## src/rtl/pwm_capture_pkg.sv

```systemverilog
`default_nettype none
// +----------------------------------------------------------------------+
// | pwm_capture_pkg : shared types and constants for PWM input capture   |
// | rev 1.0                                                              |
// +----------------------------------------------------------------------+
package pwm_capture_pkg;

  typedef enum logic [1:0] {
    CAP_IDLE = 2'd0,
    CAP_HIGH = 2'd1,
    CAP_LOW  = 2'd2
  } cap_state_e;

  localparam int PWM_CAP_SYNC_MIN = 2;

endpackage
`default_nettype wire

```

## src/rtl/pwm_capture_edge.sv

```systemverilog
`default_nettype none
// +----------------------------------------------------------------------+
// | pwm_capture_edge : synchroniser, inversion and rise/fall detection   |
// | rev 1.0                                                              |
// +----------------------------------------------------------------------+
module pwm_capture_edge
  import pwm_capture_pkg::*;
#(
  parameter int SYNC_STAGES = 2
) (
  input  logic clk_i,
  input  logic rst_i,
  input  logic pwm_i,
  input  logic inv_i,
  output logic rise_o,
  output logic fall_o
);

  localparam int STAGES = (SYNC_STAGES < PWM_CAP_SYNC_MIN) ? PWM_CAP_SYNC_MIN : SYNC_STAGES;

  logic [STAGES-1:0] sync;
  logic              cur;
  logic              prev;

  always_ff @(posedge clk_i) begin
    if (rst_i) begin
      sync <= '0;
      cur  <= 1'b0;
      prev <= 1'b0;
    end else begin
      sync <= {sync[STAGES-2:0], pwm_i};
      cur  <= sync[STAGES-1] ^ inv_i;
      prev <= cur;
    end
  end

  assign rise_o = cur & ~prev;
  assign fall_o = ~cur & prev;

endmodule
`default_nettype wire

```

## src/rtl/pwm_capture.sv

```systemverilog
`default_nettype none
// +----------------------------------------------------------------------+
// | pwm_capture : PWM period / high-time capture with valid/ready output |
// | rev 1.0                                                              |
// +----------------------------------------------------------------------+
module pwm_capture
  import pwm_capture_pkg::*;
#(
  parameter int CNT_WIDTH   = 16,
  parameter int PSCR_WIDTH  = 16,
  parameter int SYNC_STAGES = 2
) (
  input  logic                  clk_i,
  input  logic                  rst_i,
  input  logic                  en_i,
  input  logic                  inv_i,
  input  logic [PSCR_WIDTH-1:0] pscr_i,
  input  logic                  pwm_i,
  output logic                  valid_o,
  input  logic                  ready_i,
  output logic [CNT_WIDTH-1:0]  per_o,
  output logic [CNT_WIDTH-1:0]  high_o,
  output logic                  drop_o,
  output logic                  tmo_o
);

  logic rise;
  logic fall;

  pwm_capture_edge #(
    .SYNC_STAGES (SYNC_STAGES)
  ) u_edge (
    .clk_i  (clk_i),
    .rst_i  (rst_i),
    .pwm_i  (pwm_i),
    .inv_i  (inv_i),
    .rise_o (rise),
    .fall_o (fall)
  );

  logic [PSCR_WIDTH-1:0] div_cnt;
  logic [PSCR_WIDTH-1:0] pscr_eff;
  logic                  tick;

  assign pscr_eff = (pscr_i == '0) ? PSCR_WIDTH'(1) : pscr_i;
  // >= rather than == so a live decrease of pscr_i cannot strand the divider
  assign tick     = rise | (div_cnt >= (pscr_eff - PSCR_WIDTH'(1)));

  always_ff @(posedge clk_i) begin
    if (rst_i || tick) begin
      div_cnt <= '0;
    end else begin
      div_cnt <= div_cnt + PSCR_WIDTH'(1);
    end
  end

  cap_state_e           state, state_n;
  logic [CNT_WIDTH-1:0] cnt, cnt_n;
  logic [CNT_WIDTH-1:0] hi_cap, hi_cap_n;
  logic                 emit;
  logic                 tmo_evt;

  always_ff @(posedge clk_i) begin
    if (rst_i) begin
      state  <= CAP_IDLE;
      cnt    <= '0;
      hi_cap <= '0;
    end else begin
      state  <= state_n;
      cnt    <= cnt_n;
      hi_cap <= hi_cap_n;
    end
  end

  always_comb begin
    state_n  = state;
    cnt_n    = cnt;
    hi_cap_n = hi_cap;
    emit     = 1'b0;
    tmo_evt  = 1'b0;
    case (state)
      CAP_IDLE: begin
        cnt_n = '0;
        if (en_i && rise) begin
          state_n = CAP_HIGH;
          cnt_n   = CNT_WIDTH'(1);
        end
      end
      CAP_HIGH, CAP_LOW: begin
        if (tick) begin
          cnt_n = cnt + CNT_WIDTH'(1);
        end
        if (!en_i) begin
          state_n = CAP_IDLE;
          cnt_n   = '0;
        end else if (tick && (&cnt)) begin
          tmo_evt = 1'b1;
          state_n = CAP_IDLE;
          cnt_n   = '0;
        end else if ((state == CAP_HIGH) && fall) begin
          hi_cap_n = cnt;
          state_n  = CAP_LOW;
        end else if ((state == CAP_LOW) && rise) begin
          emit    = 1'b1;
          cnt_n   = CNT_WIDTH'(1);
          state_n = CAP_HIGH;
        end
      end
      default: begin
        state_n = CAP_IDLE;
        cnt_n   = '0;
      end
    endcase
  end

  always_ff @(posedge clk_i) begin
    if (rst_i) begin
      valid_o <= 1'b0;
      per_o   <= '0;
      high_o  <= '0;
      drop_o  <= 1'b0;
      tmo_o   <= 1'b0;
    end else begin
      drop_o <= 1'b0;
      tmo_o  <= tmo_evt;
      if (emit && (!valid_o || ready_i)) begin
        valid_o <= 1'b1;
        per_o   <= cnt;
        high_o  <= hi_cap;
      end else if (emit) begin
        drop_o <= 1'b1;
      end else if (valid_o && ready_i) begin
        valid_o <= 1'b0;
      end
    end
  end

endmodule
`default_nettype wire

```

## config.mk

```make
export PLATFORM = sky130hd
export DESIGN_NAME = pwm_capture
export DESIGN_NICKNAME = d
export VERILOG_FILES = /design/src/rtl/pwm_capture_pkg.sv /design/src/rtl/pwm_capture_edge.sv /design/src/rtl/pwm_capture.sv
export SDC_FILE = /design/constraint.sdc
export NUM_CORES = 1
export LEC_CHECK = 0
export CAP_MARGIN = 10
export CORE_AREA = 2 2 90 92
export CTS_CLUSTER_SIZE = 16
export DETAILED_ROUTE_END_ITERATION = 6
export DIE_AREA = 0 0 92 94
export MAX_ROUTING_LAYER = met4
export PLACE_DENSITY = 0.93
export RECOVER_POWER = 25
export SYNTH_ARGS = -nofsm -noshare
export SYNTH_HDL_FRONTEND = slang
export SYNTH_SLANG_ARGS = --single-unit
```

## constraint.sdc

```tcl
create_clock -name clk_i -period 15.8 [get_ports clk_i]
set_input_delay 4.74 -clock clk_i [delete_from_list [all_inputs] [get_ports clk_i]]
set_output_delay 4.74 -clock clk_i [all_outputs]
set_load 0.1 [all_outputs]
```

==> flow_summary.yaml <==
run_status:
  run_status: "finished with violations"
  violations: "max-capacitance violations, max-slew violations"
critical_path:
  critical_path.startpoint: "pscr_i[5]"
  critical_path.max_fanout: 28
  endpoint_kind: "flip-flop"
  worst_setup_path_endpoint: "per_o[11]"
  worst_ep_required_time_ns: 16.10
  r2r_setup_slack_ns: 12.94
  critPathKind: "in2reg"
  critPathMaxStageDelay_ns: 0.57
  worst_path_max_delay_cell: "sky130_fd_sc_hd__or4_1"
  crit_chain: "clkdlybuf4s50_1, or4_1, or3_1, nor3_1, a21oi_1, ha_1, nand2b_1, or2_2, nor3_1, xnor2_1, ha_1, and4_4, nand2_2, a311o_1, a31oi_2, or4_1, buf_4, mux2i_1"
  worstReg2RegStart: "div_cnt[2]"
  worst_r2r_endpoint: "per_o[8]"
  crit_path_start_kind: "input pin"
  worst-endpoint-arrival_ns: 9.45
  reg2regPathDepth: 8
grt:
  grt_first_pass_wirelength_um: 15000
  pin_count_of_the_biggest_net_entering_global_routing: 79
  grt.total_usage: 0.218
  antenna_found_initial: 0
  first_global_vias: 3422
  grt_overflow: 0
synthesis:
  synthMuxAreaShare: 0.107
  cell_area_after_technology_mapping_sq_um: 4500
  synth-seq-cells: 89
  post_synthesis_async_set_or_reset_flop_share: 0
  synth.yosys.seq_area_share: 0.396
  syn_inst: 481
  synth_largest_area_cell: "sky130_fd_sc_hd__dfxtp_1"
  synth-compound-area-share: 0.0759
  number_of_enable_flip_flop_cells_after_synthesis: 0
  area_share_of_xor_xnor_cells_in_the_synthesized_design: 0.0662
  synth_cell_type_count: 49
  count_of_warnings_emitted_by_yosys: 0
  synth.area.top_cells: "sky130_fd_sc_hd__dfxtp_1 40%, sky130_fd_sc_hd__mux2i_1 11%, sky130_fd_sc_hd__nand2b_1 9.7%"
  post_synth_fa_ha_maj_area_fraction: 0.0640
  largest_family_of_logic_cells_by_synthesized_area: "simple AND/OR/NAND/NOR gates"
  synth_simple_gate_area_share: 0.259
  synth_area_per_cell_sq_um: 9.35
  synth.cells.most_frequent: "89 x sky130_fd_sc_hd__dfxtp_1, 70 x sky130_fd_sc_hd__nand2b_1, 48 x sky130_fd_sc_hd__mux2i_1, 39 x sky130_fd_sc_hd__nor2_1"
  yosys.area.top_type_share: 0.396
  synth.most_common_cell: "sky130_fd_sc_hd__dfxtp_1"
  mappedNetlistNets: 526
  dominantRegCellSynth: "sky130_fd_sc_hd__dfxtp_1"
clocking:
  clk_root_buffer_cell: "sky130_fd_sc_hd__clkbuf_8"
  clock_sinks: 89
  cts_tree: "built"
  postCtsSetupRepairBufs: 0
  clkTransAtPathRegs_ns: 0.10
  h-tree-depth: 3
  tritoncts.num_buffers: 9
  maximum_clock_insertion_buffer_count: 2
  cts_resized: 0
  cts_hold_repair.buffers: 0
  worstSkewPairLatency_ns: 0.36
drt:
  vias_per_cell: 5.47
  via_count: 3487
  wire_per_inst_um: 14.0
  initialDrtViolationCount: 175
  ant_nets: 0
  detail_route.wirelength_um: 8950
  drt-pass1-iter-count: 4
  drc_markers: 0
cells_and_area:
  n_antenna_cell: 0
  layout-area-overhead-vs-synth_pct: 18.2
  fin_area_sq_um: 5320
  multi_input_comb_area_sq_um: 2570
  layout-drive-gt1-share: 0.0542
  num-nets-final: 575
  nFillCells: 583
  final-instance-count-excl-fill: 637
  final-seq-area_sq_um: 1780
sta:
  finalHoldViolations: 0
  max_clock_freq_ghz: 0.109
  worstMarginPinSlew_ns: 2.43
  fin_setup_tns_ns: 0
  max_slew_vio_count: 79
  skew_ns: 0.0142
  timing.slew.headroom: -0.620
  finalCriticalPeriod_ns: 9.15
  finalSetupViolCount: 0
  rsz_0062_raised_after_global_routing: "no"
  fin_crit_sh: 0.579
floorplanning:
  floorplan_core_area_sq_um: 7610
  die_width_um: 92
  die-area_sq_um: 8650
  fp-row-count: 32
  io_pins: 57
  floorplan.die.height_um: 94
  initial_core_util: 0.591
job:
  max_cap_violations: 1
place:
  post-place-cells: 621
  dp_hpwl_um: 6420
  dpl_cell_area_sq_um: 5090
  gp_congestion: 0.855
  port_buf_inserts: 56
power_and_ir_drop:
  ir_worst_vdd_v: 0.0000423
  power.density_cell_area_nw_per_um2: 84.3
  power.static_leakage_nw: 2.08
worst_hold_path:
  hp-class: "reg2reg"
worst min-delay path by stage:
stage / startpoint / end / slack, ns / cells past startpoint
after floorplan: u_edge.sync[0] / u_edge.sync[1] / 0.41 / 1
after global placement: u_edge.sync[0] / u_edge.sync[1] / 0.42 / 1
after detailed placement: u_edge.sync[0] / u_edge.sync[1] / 0.44 / 1
after CTS: u_edge.sync[0] / u_edge.sync[1] / 0.46 / 1
after global routing: u_edge.sync[0] / u_edge.sync[1] / 0.46 / 1
final: u_edge.sync[0] / u_edge.sync[1] / 0.46 / 1
routing by layer:
| layer | vias up | global-route usage | part of all wire |
|---|---|---|---|
| li1 | 1769 | - | - |
| met1 | 1619 | 0.248 | 0.44 |
| met2 | 82 | 0.379 | 0.50 |
| met3 | 17 | 0.0474 | 0.039 |
| met4 | 0 | 0.0796 | 0.015 |
| met5 | - | - | 0 |
cells by family (layout without fill, tap and decap cells):
logic type,Yosys count,count (layout)
AOI/OAI and AO/OA,49,49
buffers and inverters,31,85
adders and majority gates,23,23
muxes,48,48
and+or+nand+nor,207,207
xor gates and xnor gates,34,34
DFF,89,89
layout make-up:
cell class                 instances  area share
clock buffer                       9      0.0233
clock inverter                     7      0.0191
inverter                          11     0.00777
multi-input combinational        361       0.484
sequential                        89       0.335
tap                              102      0.0240
timing repair buffer              58       0.107
worst max-delay path: cells and delay by family:
kind / cells / cell delay, ns
AOI/OAI and AO/OA: 3 / 0.95
xor gates and xnor gates: 1 / 0.13
adders and majority gates: 2 / 0.52
buffers and inverters: 2 / 0.85
muxes: 1 / 0.25
and+or+nand+nor: 9 / 1.99
layout by cell type (no fill, tap or decap), types with 16 or more instances in the layout:
cell,synthesis,layout
sky130_fd_sc_hd__nand2_1,20,20
sky130_fd_sc_hd__dfxtp_1,89,89
sky130_fd_sc_hd__nand2b_1,70,70
sky130_fd_sc_hd__clkdlybuf4s50_1,0,28
sky130_fd_sc_hd__mux2i_1,48,48
sky130_fd_sc_hd__dlygate4sd3_1,0,27
sky130_fd_sc_hd__ha_1,23,23
sky130_fd_sc_hd__nor2_1,39,39
sky130_fd_sc_hd__xnor2_1,23,23
sky130_fd_sc_hd__a21oi_1,16,16
where the power goes:
part,switching (mW),internal (mW),total [mW]
clock network,0.0855,0.0904,0.176
registers,0.00289,0.227,0.230
logic,0.0227,0.0195,0.0422
total,0.111,0.337,0.448
sequential cells by signal, indices dropped and copies added, names as in the netlist:
register,count
tmo_o,1
high_o,16
hi_cap,16
u_edge.prev,1
u_edge.cur,1
drop_o,1
per_o,16
valid_o,1
cnt,16
state,2
div_cnt,16
u_edge.sync,2
through the flow:
| step | hold slack [ns] | util | power [mW] | worst slack [ns] |
|---|---|---|---|---|
| after global placement | 0.423 | 0.669 | 0.274 | 6.49 |
| after detailed placement | 0.436 | 0.669 | 0.277 | 6.29 |
| final | 0.457 | 0.699 | 0.448 | 6.65 |
| after global routing | 0.464 | 0.699 | 0.464 | 6.39 |
| after floorplan | 0.414 | - | 0.263 | 7.16 |
| after CTS | 0.462 | 0.699 | 0.449 | 6.65 |
Power figures use the tool's default switching activity.
